<file path="src/rtl/pin_check_multi.sv">
// PIN-entry checker: gathers PIN_LEN digits on submit rising edges, compares them with
// PASSKEY, holds the verdict on LED outputs and locks out after MAX_TRIES straight failures.
module pin_check_multi #(
    parameter int                         DIGIT_W     = 2,
    parameter int                         PIN_LEN     = 4,
    parameter logic [DIGIT_W*PIN_LEN-1:0] PASSKEY     = 8'hA5,
    parameter int                         MAX_TRIES   = 3,
    parameter int                         HOLD_CYCLES = 25000000,
    parameter int                         LOCK_CYCLES = 250000000
) (
    input  logic                             clk,
    input  logic                             reset_n,
    input  logic [DIGIT_W-1:0]               digit,
    input  logic                             submit,
    input  logic                             clear,
    output logic                             waiting,
    output logic                             correct,
    output logic                             incorrect,
    output logic                             approved,
    output logic                             locked,
    output logic [$clog2(PIN_LEN+1)-1:0]     digit_count,
    output logic [$clog2(MAX_TRIES+1)-1:0]   tries_left,
    output logic                             bug
);

    localparam int W       = DIGIT_W * PIN_LEN;
    localparam int CNT_W   = $clog2(PIN_LEN + 1);
    localparam int TRY_W   = $clog2(MAX_TRIES + 1);
    localparam int TMR_MAX = (HOLD_CYCLES > LOCK_CYCLES) ? HOLD_CYCLES : LOCK_CYCLES;
    localparam int TMR_W   = $clog2(TMR_MAX + 1);

    localparam logic [TMR_W-1:0] HOLD_LD   = TMR_W'(HOLD_CYCLES - 1);
    localparam logic [TMR_W-1:0] LOCK_LD   = TMR_W'(LOCK_CYCLES - 1);
    localparam logic [CNT_W-1:0] LAST_IDX  = CNT_W'(PIN_LEN - 1);
    localparam logic [TRY_W-1:0] LAST_TRY  = TRY_W'(MAX_TRIES - 1);
    localparam logic [TRY_W-1:0] TRIES_MAX = TRY_W'(MAX_TRIES);

    localparam logic [2:0] S_IDLE   = 3'd0;
    localparam logic [2:0] S_ENTRY  = 3'd1;
    localparam logic [2:0] S_VERIFY = 3'd2;
    localparam logic [2:0] S_OK     = 3'd3;
    localparam logic [2:0] S_BAD    = 3'd4;
    localparam logic [2:0] S_LOCK   = 3'd5;

    logic [2:0]       state_q, state_d;
    logic [W-1:0]     pin_q, pin_d;
    logic [CNT_W-1:0] cnt_q, cnt_d;
    logic [TRY_W-1:0] fail_q, fail_d;
    logic [TMR_W-1:0] tmr_q, tmr_d;
    logic             submit_q;
    logic             bug_q, bug_d;
    logic             waiting_q, waiting_d;
    logic             correct_q, correct_d;
    logic             incorrect_q, incorrect_d;
    logic             approved_q, approved_d;
    logic             locked_q, locked_d;
    logic [TRY_W-1:0] tries_q, tries_d;

    logic             sub_rise;
    logic [W-1:0]     pin_shift;

    assign sub_rise = submit & ~submit_q;

    // A single-digit PIN has no older digits to keep, so the shift degenerates to a load.
    generate
        if (PIN_LEN == 1) begin : g_single
            assign pin_shift = digit;
        end else begin : g_multi
            assign pin_shift = {pin_q[W-DIGIT_W-1:0], digit};
        end
    endgenerate

    always_comb begin
        state_d    = state_q;
        pin_d      = pin_q;
        cnt_d      = cnt_q;
        fail_d     = fail_q;
        tmr_d      = tmr_q;
        bug_d      = bug_q;
        approved_d = 1'b0;

        case (state_q)
            S_IDLE: begin
                pin_d = '0;
                cnt_d = '0;
                if (!clear && sub_rise) begin
                    pin_d   = W'(digit);
                    cnt_d   = CNT_W'(1);
                    state_d = (PIN_LEN == 1) ? S_VERIFY : S_ENTRY;
                end
            end
            S_ENTRY: begin
                if (clear) begin
                    pin_d   = '0;
                    cnt_d   = '0;
                    state_d = S_IDLE;
                end else if (sub_rise) begin
                    pin_d = pin_shift;
                    cnt_d = cnt_q + CNT_W'(1);
                    if (cnt_q == LAST_IDX) begin
                        state_d = S_VERIFY;
                    end
                end
            end
            S_VERIFY: begin
                if (pin_q == PASSKEY) begin
                    fail_d     = '0;
                    tmr_d      = HOLD_LD;
                    approved_d = 1'b1;
                    state_d    = S_OK;
                end else if (fail_q == LAST_TRY) begin
                    fail_d  = TRIES_MAX;
                    tmr_d   = LOCK_LD;
                    state_d = S_LOCK;
                end else begin
                    fail_d  = fail_q + TRY_W'(1);
                    tmr_d   = HOLD_LD;
                    state_d = S_BAD;
                end
            end
            S_OK, S_BAD, S_LOCK: begin
                if (tmr_q == '0) begin
                    pin_d   = '0;
                    cnt_d   = '0;
                    state_d = S_IDLE;
                    if (state_q == S_LOCK) begin
                        fail_d = '0;
                    end
                end else begin
                    tmr_d = tmr_q - TMR_W'(1);
                end
            end
            default: begin
                bug_d   = 1'b1;
                pin_d   = '0;
                cnt_d   = '0;
                tmr_d   = '0;
                state_d = S_IDLE;
            end
        endcase

        // Outputs are decoded from the next state so they flip on the same edge as the FSM.
        waiting_d   = (state_d == S_IDLE) || (state_d == S_ENTRY);
        correct_d   = (state_d == S_OK);
        incorrect_d = (state_d == S_BAD) || (state_d == S_LOCK);
        locked_d    = (state_d == S_LOCK);
        tries_d     = TRIES_MAX - fail_d;
    end

    always_ff @(posedge clk or negedge reset_n) begin
        if (!reset_n) begin
            state_q     <= S_IDLE;
            pin_q       <= '0;
            cnt_q       <= '0;
            fail_q      <= '0;
            tmr_q       <= '0;
            submit_q    <= 1'b0;
            bug_q       <= 1'b0;
            waiting_q   <= 1'b1;
            correct_q   <= 1'b0;
            incorrect_q <= 1'b0;
            approved_q  <= 1'b0;
            locked_q    <= 1'b0;
            tries_q     <= TRIES_MAX;
        end else begin
            state_q     <= state_d;
            pin_q       <= pin_d;
            cnt_q       <= cnt_d;
            fail_q      <= fail_d;
            tmr_q       <= tmr_d;
            submit_q    <= submit;
            bug_q       <= bug_d;
            waiting_q   <= waiting_d;
            correct_q   <= correct_d;
            incorrect_q <= incorrect_d;
            approved_q  <= approved_d;
            locked_q    <= locked_d;
            tries_q     <= tries_d;
        end
    end

    assign waiting     = waiting_q;
    assign correct     = correct_q;
    assign incorrect   = incorrect_q;
    assign approved    = approved_q;
    assign locked      = locked_q;
    assign digit_count = cnt_q;
    assign tries_left  = tries_q;
    assign bug         = bug_q;

endmodule

</file>
<file path="config.mk">
export PLATFORM = sky130hd
export DESIGN_NAME = pin_check_multi
export DESIGN_NICKNAME = d
export VERILOG_FILES = /design/src/rtl/pin_check_multi.sv
export SDC_FILE = /design/constraint.sdc
export NUM_CORES = 1
export LEC_CHECK = 0
export ABC_CLOCK_PERIOD_IN_PS = 2800
export BUFFER_PORTS_ARGS = -buffer_cell sky130_fd_sc_hd__buf_2
export CAP_MARGIN = 20
export CORE_UTILIZATION = 30
export CTS_CLUSTER_SIZE = 30
export DETAILED_ROUTE_END_ITERATION = 10
export GPL_TIMING_DRIVEN = 0
export SLEW_MARGIN = 20
export SYNTH_ARGS = -nofsm -noshare
export SYNTH_HDL_FRONTEND = slang
export SYNTH_SLANG_ARGS = --single-unit
</file>
<file path="constraint.sdc">
create_clock -name clk -period 2.8 [get_ports clk]
set_clock_uncertainty 0.1 [all_clocks]
set_input_delay 0.42 -clock clk [delete_from_list [all_inputs] [get_ports clk]]
set_output_delay 0.42 -clock clk [all_outputs]
set_load 0.01 [all_outputs]
</file>
==> results of run 1 <==
## cells in the final DEF, fill, tap and decap left out, types with 3 or more instances in the layout
master    netlist  layout
a21o_1          4       4
a21oi_1        27      27
a22o_1          9       9
a31o_2          3       3
a31oi_1        14      14
a41oi_1         3       3
and2_1          4       4
and3_1          5       5
buf_2           4      19
clkbuf_1       11      11
clkbuf_8        0       5
dfrtp_1        50      50
dfstp_2         3       3
ha_1            4       4
inv_1           7       7
nand2_1        15      15
nand2b_1        5       5
nand3_1         4       4
nor2_1         23      23
nor2b_1         3       3
nor3_1         11      10
nor4_1          5       5
o21ai_0        43      43
o22a_1          3       3
o22ai_1         5       5
or3_1           5       5
## area by class of cell
cell class	count	share of cell area [%]
Buffer	18	2.767
Clock buffer	5	2.143
Clock inverter	3	0.7794
Inverter	7	0.8184
Multi-Input combinational cell	230	44.47
Sequential cell	53	41.43
Tap cell	129	5.027
Timing Repair Buffer	16	2.572
## flip-flops by register name, indices dropped and copies added (netlist names)
| register | cells |
|---|---|
| pin_q | 8 |
| tmr_q | 28 |
| tries_left | 2 |
| locked | 1 |
| bug | 1 |
| submit_q | 1 |
| waiting | 1 |
| incorrect | 1 |
| approved | 1 |
| digit_count | 3 |
| state_q | 3 |
| correct | 1 |
| fail_q | 2 |
## worst reg2reg max path, cell delays in order (launching register included)
cell and delay, ns:
dfrtp_1 0.47, or4_4 0.62, nor4_4 0.47, a41o_2 0.39, clkbuf_2 0.27, o21ai_0 0.11, o21ai_0 0.09
## final timing paths
path	end	cells after the start	slack [ns]	from
worst max register to register	tmr_q[6]	6	0.20	tmr_q[14]
worst max-delay path	tmr_q[6]	6	0.20	tmr_q[14]
min in group clk	submit_q	1	0.12	submit
worst min register to register	bug	1	0.39	bug
max in group asynchronous	tmr_q[22]	1	2.11	reset_n
worst min-delay path	tmr_q[27]	1	0.02	reset_n
## layer usage
metal	vias to the layer above	share of wire [%]	GRT usage (%)	wire length [um]
met2	66	46	25.31	3378
li1	1219	-	-	-
met3	10	3.9	2.228	284
met1	1246	48	21.70	3533
met4	0	1.7	5.543	121
met5	-	0	0	0
## per-stage QoR
stage,std cells,total power (uW),hold slack [ns]
floorplan,308,826.2,0.02441
global placement,453,857.2,0.3493
detailed placement,453,858.4,0.3695
CTS,461,1321,0.05964
global route,461,1360,0.07855
finish,461,1304,0.01919
## power by group through the flow
stage	registers (uW)	clock network, uW	logic (uW)
after floorplan	791	0	35.1
after global placement	791	0	66.3
after detailed placement	791	0	67.3
after CTS	776	477	67.4
after global routing	778	507	75.2
final	776	462	66.2
## logic make-up after synthesis
logic type                 synth area share, %
AOI/OAI and AO/OA                        28.19
buffers and inverters                    4.014
DFF                                      46.38
adders and majority gates                1.745
and+or+nand+nor                          19.68
==> metrics.md, run 1 <==
| Metric | Value |
|---|---|
| CP bufs+invs | `1` |
| Post-route antenna net violation count | `0` |
| # DRC | `0` |
| CP Capture Type | `register` |
| Max-slew headroom | `between 30% and 40%` |
| Final setup violation count | `0` |
| Main flop type after synthesis | `dfrtp_1` |
| Psw | `330.6 uW` |
| Die width | `99.77 um` |
| Crit path largest cell delay | `0.62 ns` |
| CTS tree | `built` |
| Storage cell area | `1330 um2` |
| # resized after CTS | `0` |
| Vias per cell | `~5.5` |
| CTS Root Cell | `clkbuf_8` |
| Period utilization | `92.78%` |
| Post-Place Setup Slack | `0.2019 ns` |
| Worst setup margin | `0.2023 ns` |
| I/O pin count | `17` |
| DP Area | `slightly above 3000 um2` |
| Iter 0 DRT Violations | `240` |
| Clock buffer depth | `2` |
| Max VDD drop | `between 0.00015 and 0.0002 V` |
| Clock Latency Late Sink | `0.32 ns` |
| Average size of a mapped cell | `~9.3 um2` |
| Seq/Total Area, Yosys | `46.38%` |
| Max Slew Vio Count | `0` |
| Min Tclk post-route | `2.598 ns` |
| Post-synth EDFFs | `0` |
| Distinct cell type count after synthesis | `51` |
| Nets | `341` |
| Router iterations before antenna repair | `5` |
| Syn. warnings | `0` |
| Fill cells | `966` |
| Clock Pin Slew Worst Setup and Hold Paths | `0.10 ns` |
| Final Cell Area | `3211 um2` |
| Area occupied by multi-input gates | `approximately 1400 um2` |
| Mapped Cells | `between 300 and 400` |
| Combinational Power Share | `just over 5%` |
| Mapped cell area | `2868 um2` |
| Setup TNS | `0 ns` |
| CTS buffer count | `5` |
| Cell Int Power | `between 900 and 1000 uW` |
| Clock share of power | `a little over a third` |
| Status | `complete, no violations` |
| Lkg Pwr | `0.001407 uW` |
| Post-synth top area cell | `dfrtp_1` |
| Worst slew pin tran | `0.9765 ns` |
| RSZ-0062 raised after global routing | `false` |
| Worst EP required | `between 2 and 3 ns` |
| Post-synth top area share | `43.63%` |
| Maximum number of pins on one net before global-route repair | `54` |
| Seq pwr share | `about three fifths` |
| Area growth syn-to-layout | `11.95%` |
| Core ar. | `9240 um2` |
| Setup bufs post-CTS | `0` |
| Critical path launch point type | `register` |
| Wire length of the first global-routing pass | `12250 um` |
| CP delay by family, top | `simple AND/OR/NAND/NOR gates` |
| Gr usage total | `15.74%` |
| Vias | `between 2000 and 3000` |
| Final Util | `34.75%` |
| Antenna Cells | `0` |
| Die Area | `9954 um2` |
| Syn Nets | `318` |
| Share of cells above drive strength 1 | `between 10 and 15%` |
| Peak Freq | `0.3850 GHz` |
| H-tree depth | `2` |
| Hold crit path type | `input port to asynchronous set/reset pin` |
| WL per Instance | `15.87 um` |
| PwrDens | `406.3 nW/um2` |
| Global route total overflow | `0` |
| CTS sink cnt | `53` |
| Max-Cap Viols | `0` |
| Starting Density | `31.04%` |
| Ys async rst share | `between 90% and 100%` |
| Most used cell along the critical path | `o21ai_0` |
| Most common cell in the synthesized netlist | `dfrtp_1` |
| Row count | `35` |
| Top post-synthesis cells by count | `50 x dfrtp_1, 43 x o21ai_0, 27 x a21oi_1, 23 x nor2_1, 15 x nand2_1` |
| Top area cells in the synthesized netlist | `dfrtp_1 44%, o21ai_0 7.5%, a21oi_1 4.7%` |
| Crit path max fanout | `10` |
| Crit path arrival time | `2.72 ns` |
| Initial antenna violation count | `0` |
| Sw Ratio | `between 20% and 30%` |
| Crit Path Class | `register to register` |
| Vias in the first global route | `2399` |
| CP Cell Sequence | `or4_4, nor4_4, a41o_2, clkbuf_2, o21ai_0, o21ai_0` |
| Post-DP HPWL | `slightly above 5000 um` |
| PortBufs | `16` |
| CP max-delay cell | `or4_4` |
| CTS hold repair buffers | `0` |
| Die Y | `99.77 um` |
| Final hold viol count | `0` |
| Final wirelength | `7318 um` |
| GPL Wtd Cong | `slightly above 0.8` |
| Synth Register Bits | `53` |
Note: power is estimated with default switching activity, not from simulation.
==> run 2: changes to the inputs <==
--- a/config.mk
+++ b/config.mk
@@ -12,6 +12,8 @@
 export CTS_CLUSTER_SIZE = 30
 export DETAILED_ROUTE_END_ITERATION = 10
 export GPL_TIMING_DRIVEN = 0
+export MAX_ROUTING_LAYER = met4
+export PLACE_DENSITY = 0.42
 export SLEW_MARGIN = 20
 export SYNTH_ARGS = -nofsm -noshare
 export SYNTH_HDL_FRONTEND = slang
==> metrics.md, run 2 (synthesis results as in run 1) <==
| Metric | Value |
|---|---|
| Wire length of the first global-routing pass | `13190 um (was 12250 um)` |
| Setup TNS | `0 ns (unchanged)` |
| Critical path launch point type | `register (unchanged)` |
| Min Tclk post-route | `2.682 ns (was 2.598 ns)` |
| Worst slew pin tran | `0.9702 ns (was 0.9765 ns)` |
| CTS buffer count | `5 (unchanged)` |
| Maximum number of pins on one net before global-route repair | `54 (unchanged)` |
| Final hold viol count | `0 (unchanged)` |
| Area growth syn-to-layout | `12.57% (was 11.95%)` |
| Vias per cell | `5.362 (was 5.512)` |
| Final Util | `34.94% (was 34.75%)` |
| Crit path arrival time | `2.76 ns (was 2.72 ns)` |
| Max VDD drop | `0.0001940 V (was 0.0001756 V)` |
| Most frequent cells in the layout | `50 x dfrtp_1, 43 x o21ai_0, 27 x a21oi_1, 23 x nor2_1, 19 x buf_2 (unchanged)` |
| Vias in the first global route | `2380 (was 2399)` |
| Starting Density | `31.04% (unchanged)` |
| Hold crit path type | `input port to asynchronous set/reset pin (unchanged)` |
| Die width | `99.77 um (unchanged)` |
| Antenna Cells | `0 (unchanged)` |
| Vias | `2472 (was 2541)` |
| Max-slew headroom | `34.82% (was 34.40%)` |
| RSZ-0062 raised after global routing | `false (unchanged)` |
| H-tree depth | `2 (unchanged)` |
| CP bufs+invs | `1 (unchanged)` |
| Post-DP HPWL | `5611 um (was 5066 um)` |
| Die Y | `99.77 um (unchanged)` |
| Lkg Pwr | `0.001418 uW (was 0.001407 uW)` |
| Nets | `341 (unchanged)` |
| Max reg flops | `28 (unchanged)` |
| Final setup violation count | `0 (unchanged)` |
| I/O pin count | `17 (unchanged)` |
| Clock Latency Late Sink | `0.31 ns (was 0.32 ns)` |
| # DRC | `0 (unchanged)` |
| Die Area | `9954 um2 (unchanged)` |
| Status | `complete, no violations (unchanged)` |
| CTS hold repair buffers | `0 (unchanged)` |
| CP delay by family, top | `simple AND/OR/NAND/NOR gates (unchanged)` |
| Clock Pin Slew Worst Setup and Hold Paths | `0.10 ns (about the same)` |
| Row count | `35 (unchanged)` |
| Crit path max fanout | `10 (unchanged)` |
| CP max-delay cell | `or4_4 (unchanged)` |
| GR Layer Usage met2 | `25.46% (was 25.31%)` |
| Share of cells above drive strength 1 | `13.86% (was 14.16%)` |
| Global route total overflow | `0 (unchanged)` |
| GPL Wtd Cong | `0.7515 (was 0.8292)` |
| Met1 usage | `25.52% (was 21.70%)` |
| Top Usage Layer GRT | `met1 (was met2)` |
| Core ar. | `9240 um2 (unchanged)` |
| Initial antenna violation count | `0 (unchanged)` |
| Post-route antenna net violation count | `0 (unchanged)` |
| Crit Path Class | `register to register (unchanged)` |
| Top Registers | `tmr_q (28), pin_q (8) (unchanged)` |
| GR met3 Demand/Resource | `2.437% (was 2.228%)` |
| Clock buffer depth | `2 (unchanged)` |
| WL per Instance | `17.47 um (was 15.87 um)` |
| Final wirelength | `8055 um (was 7318 um)` |
| CTS sink cnt | `53 (unchanged)` |
| CTS tree | `built (unchanged)` |
| Hold WS | `0.04404 ns (was 0.01919 ns)` |
| Commonest non-fill, non-tap cell in the layout | `dfrtp_1 (unchanged)` |
| Worst EP required | `2.88 ns (was 2.93 ns)` |
| CTS Root Cell | `clkbuf_8 (unchanged)` |
| Setup bufs post-CTS | `0 (unchanged)` |
| Peak Freq | `0.3728 GHz (was 0.3850 GHz)` |
| PwrDens | `428.1 nW/um2 (was 406.3 nW/um2)` |
| Fill cells | `981 (was 966)` |
| Final Cell Area | `3228 um2 (was 3211 um2)` |
| Max-Cap Viols | `0 (unchanged)` |
| DP Area | `3112 um2 (unchanged)` |
| Gr usage total | `17.52% (was 15.74%)` |
| Period utilization | `95.80% (was 92.78%)` |
| Crit path largest cell delay | `0.62 ns (about the same)` |
| Max Slew Vio Count | `0 (unchanged)` |
| CP Cell Sequence | `or4_4, nor4_4, a41o_2, buf_2, o21ai_0 (was or4_4, nor4_4, a41o_2, clkbuf_2, o21ai_0, o21ai_0)` |
| CP Capture Type | `register (unchanged)` |
| Iter 0 DRT Violations | `173 (was 240)` |
| Router iterations before antenna repair | `4 (was 5)` |
| Reg with most FFs | `tmr_q (unchanged)` |
| PortBufs | `16 (unchanged)` |
-- run 2: cell type report --
| type | instances | area (um2) | share of cell area [%] |
|---|---|---|---|
| clock inverters | 2 | 38.79 | 1.202 |
| repair buffers | 16 | 82.58 | 2.558 |
| flip-flops and latches | 53 | 1330 | 41.20 |
| well taps | 129 | 161.4 | 5.000 |
| multi-input cells | 230 | 1428 | 44.22 |
| clock buffers | 6 | 72.57 | 2.248 |
| inverters | 7 | 26.28 | 0.8140 |
| plain buffers | 18 | 88.84 | 2.752 |
-- run 2: final timing paths --
path	start	endpoint	slack, ns	cells after the start
max in group asynchronous	reset_n	fail_q[0]	2.11	1
setup reg to reg	tmr_q[14]	tmr_q[26]	0.12	5
setup / recovery	tmr_q[14]	tmr_q[26]	0.12	5
hold / removal	reset_n	tmr_q[25]	0.04	1
hold reg to reg	bug	bug	0.38	1
min in group clk	submit	submit_q	0.12	1
-- run 2: worst reg2reg max path: stages (launching register included) --
cell and delay [ns]:
dfrtp_1 0.47, or4_4 0.62, nor4_4 0.50, a41o_2 0.43
buf_2 0.29, o21ai_0 0.14
-- run 2: through the flow --
step	power, uW	worst slack [ns]	cells
finish	1382	0.1177	461
global route	1448	0.02193	461
CTS	1409	0.1090	461
detailed placement	861.0	0.1489	453
global placement	860.4	0.1322	453
floorplan	826.2	0.4648	308
-- run 2: timing repair --
item | in CTS | in global routing
resized for setup | 0 | 1
setup endpoints to repair | 0 | 22
hold endpoints to repair | 0 | 0
-- run 2: where the power goes --
| part | switching (uW) | internal (uW) |
|---|---|---|
| Clock | 269 | 269 |
| Combinational | 46.6 | 21.3 |
| Sequential | 5.18 | 771 |
-- run 2: per-layer routing --
layer	vias up	routed length [um]
met5	-	0
met4	0	74
met3	6	260
met2	38	3501
met1	1205	4218
li1	1223	-
==> run 3: changes to the inputs <==
--- a/config.mk
+++ b/config.mk
@@ -12,6 +12,7 @@
 export CTS_CLUSTER_SIZE = 30
 export DETAILED_ROUTE_END_ITERATION = 10
 export GPL_TIMING_DRIVEN = 0
+export HOLD_SLACK_MARGIN = 0.1
 export MAX_ROUTING_LAYER = met4
 export PLACE_DENSITY = 0.42
 export SLEW_MARGIN = 20
==> metrics.md, run 3 (synthesis results as in run 1) <==
| Metric | Value |
|---|---|
| Status | `complete, no violations (unchanged)` |
| Final Cell Area | `3238 um2 (was 3228 um2)` |
| Clock Pin Slew Worst Setup and Hold Paths | `0.10 ns (about the same)` |
| RSZ-0062 raised after global routing | `false (unchanged)` |
| Crit path max fanout | `10 (unchanged)` |
| Critical path launch point type | `register (unchanged)` |
| Wire length of the first global-routing pass | `13200 um (was 13190 um)` |
| Clock buffer depth | `2 (unchanged)` |
| Area growth syn-to-layout | `12.91% (was 12.57%)` |
| Clock Latency Late Sink | `0.31 ns (about the same)` |
| Core ar. | `9240 um2 (unchanged)` |
| I/O pin count | `17 (unchanged)` |
| Crit Path Class | `register to register (unchanged)` |
| Hold crit path type | `input port to register (was input port to asynchronous set/reset pin)` |
| Post-route antenna net violation count | `0 (unchanged)` |
| Post-Place Setup Slack | `0.1489 ns (unchanged)` |
| Peak Freq | `0.3770 GHz (was 0.3728 GHz)` |
| Die width | `99.77 um (unchanged)` |
| Vias per cell | `5.374 (was 5.362)` |
| Post-DP HPWL | `5611 um (unchanged)` |
| Max Slew Vio Count | `0 (unchanged)` |
| Antenna Cells | `0 (unchanged)` |
| Worst slew pin tran | `0.9336 ns (was 0.9702 ns)` |
| DP Area | `3112 um2 (unchanged)` |
| Die Area | `9954 um2 (unchanged)` |
| Global route total overflow | `0 (unchanged)` |
| R2R cell count | `5 (unchanged)` |
| Iter 0 DRT Violations | `152 (was 173)` |
| PortBufs | `16 (unchanged)` |
| Crit path from | `tmr_q[14] (unchanged)` |
| CP max-delay cell | `or4_4 (unchanged)` |
| Die Y | `99.77 um (unchanged)` |
| WL per Instance | `17.35 um (was 17.47 um)` |
| Final hold viol count | `0 (unchanged)` |
| GPL Wtd Cong | `0.7515 (unchanged)` |
| Top Registers | `tmr_q (28), pin_q (8) (unchanged)` |
| Final Util | `35.04% (was 34.94%)` |
| Worst setup margin | `0.1474 ns (was 0.1177 ns)` |
| Max-slew headroom | `37.28% (was 34.82%)` |
| Max reg flops | `28 (unchanged)` |
| Psw | `319.3 uW (was 320.4 uW)` |
| CTS tree | `built (unchanged)` |
| Initial antenna violation count | `0 (unchanged)` |
| CP Cell Sequence | `or4_4, nor4_4, a41o_2, buf_2, o21ai_0 (unchanged)` |
| PwrDens | `426.7 nW/um2 (was 428.1 nW/um2)` |
| Nets | `342 (was 341)` |
| Commonest non-fill, non-tap cell in the layout | `dfrtp_1 (unchanged)` |
| R2r startpoint | `tmr_q[14] (unchanged)` |
| Router iterations before antenna repair | `4 (unchanged)` |
| Max-Cap Viols | `0 (unchanged)` |
| Total Power | `1382 uW (about the same)` |
| Crit path largest cell delay | `0.62 ns (about the same)` |
| Gr usage total | `17.54% (was 17.52%)` |
| Crit path to | `tmr_q[26] (unchanged)` |
| Lkg Pwr | `0.001422 uW (was 0.001418 uW)` |
| Min Tclk post-route | `2.653 ns (was 2.682 ns)` |
| Crit path arrival time | `2.73 ns (was 2.76 ns)` |
| Period utilization | `94.73% (was 95.80%)` |
| CTS buffer count | `5 (unchanged)` |
| Maximum number of pins on one net before global-route repair | `54 (unchanged)` |
| Row count | `35 (unchanged)` |
| Register-to-Register Setup Slack | `0.15 ns (was 0.12 ns)` |
| Max VDD drop | `0.0001940 V (about the same)` |
| Reg-to-Reg End | `tmr_q[26] (unchanged)` |
| H-tree depth | `2 (unchanged)` |
| Worst EP required | `2.88 ns (about the same)` |
| CP Capture Type | `register (unchanged)` |
| Vias in the first global route | `2386 (was 2380)` |
| CTS Root Cell | `clkbuf_8 (unchanged)` |
| Starting Density | `31.04% (unchanged)` |
| Clock share of power | `38.8% (was 38.9%)` |
| # DRC | `0 (unchanged)` |
| Seq pwr share | `56.2% (about the same)` |
| Final setup violation count | `0 (unchanged)` |
| Setup TNS | `0 ns (unchanged)` |
| Sw Ratio | `23.11% (was 23.19%)` |
| Reg with most FFs | `tmr_q (unchanged)` |
| Share of cells above drive strength 1 | `13.81% (was 13.86%)` |
| CTS sink cnt | `53 (unchanged)` |
| Combinational Power Share | `5.0% (was 4.9%)` |
| Cell Int Power | `1062 uW (was 1061 uW)` |
| Final wirelength | `8018 um (was 8055 um)` |
| Most frequent cells in the layout | `50 x dfrtp_1, 43 x o21ai_0, 27 x a21oi_1, 23 x nor2_1, 19 x buf_2 (unchanged)` |
| Vias | `2483 (was 2472)` |
-- run 3: worst min-delay path by stage --
stage / slack, ns / cells past startpoint / start / end
detailed placement: 0.35 / 1 / bug / bug
floorplan: 0.02 / 0 / reset_n / approved
finish: 0.12 / 1 / submit / submit_q
global route: 0.11 / 1 / submit / submit_q
CTS: 0.11 / 1 / submit / submit_q
global placement: 0.35 / 1 / bug / bug
-- run 3: metal layers --
metal | GRT usage (%) | routed length (um)
met1 | 25.52 | 4053
met2 | 25.52 | 3522
met3 | 2.437 | 366
met4 | 4.525 | 76
met5 | - | 0
-- run 3: final cells by class --
class	instances	area [um2]
Fill cell	982	6002
Multi-Input combinational cell	230	1428
Sequential cell	53	1330
Tap cell	129	161.4
Timing Repair Buffer	17	92.59
Buffer	18	88.84
Clock buffer	6	72.57
Clock inverter	2	38.79
Inverter	7	26.28
-- run 3: repair_timing --
action	in CTS	in global routing
setup endpoints to repair	0	22
hold buffers	1	0
endpoints found under the hold margin	50	0
resized for setup	0	1
setup buffers	0	0
-- run 3: through the flow --
step / hold WS [ns] / cells
global placement: 0.3462 / 453
CTS: 0.1073 / 462
detailed placement: 0.3520 / 453
floorplan: 0.02441 / 308
global route: 0.1078 / 462
finish: 0.1225 / 462
-- run 3: worst max-delay path: cells and delay by family, from the launching register on --
family	cells	cell delay, ns
buf+inv	1	0.28
simple gates	2	1.12
flops	1	0.47
compound gates	2	0.54
-- run 3: power groups by stage --
stage | Sequential (uW) | Clock (uW) | Combinational [uW]
finish | 776 | 537 | 68.9
global route | 777 | 593 | 78.5
CTS | 776 | 563 | 71.1
detailed placement | 791 | 0 | 70.0
global placement | 791 | 0 | 69.4
floorplan | 791 | 0 | 35.1
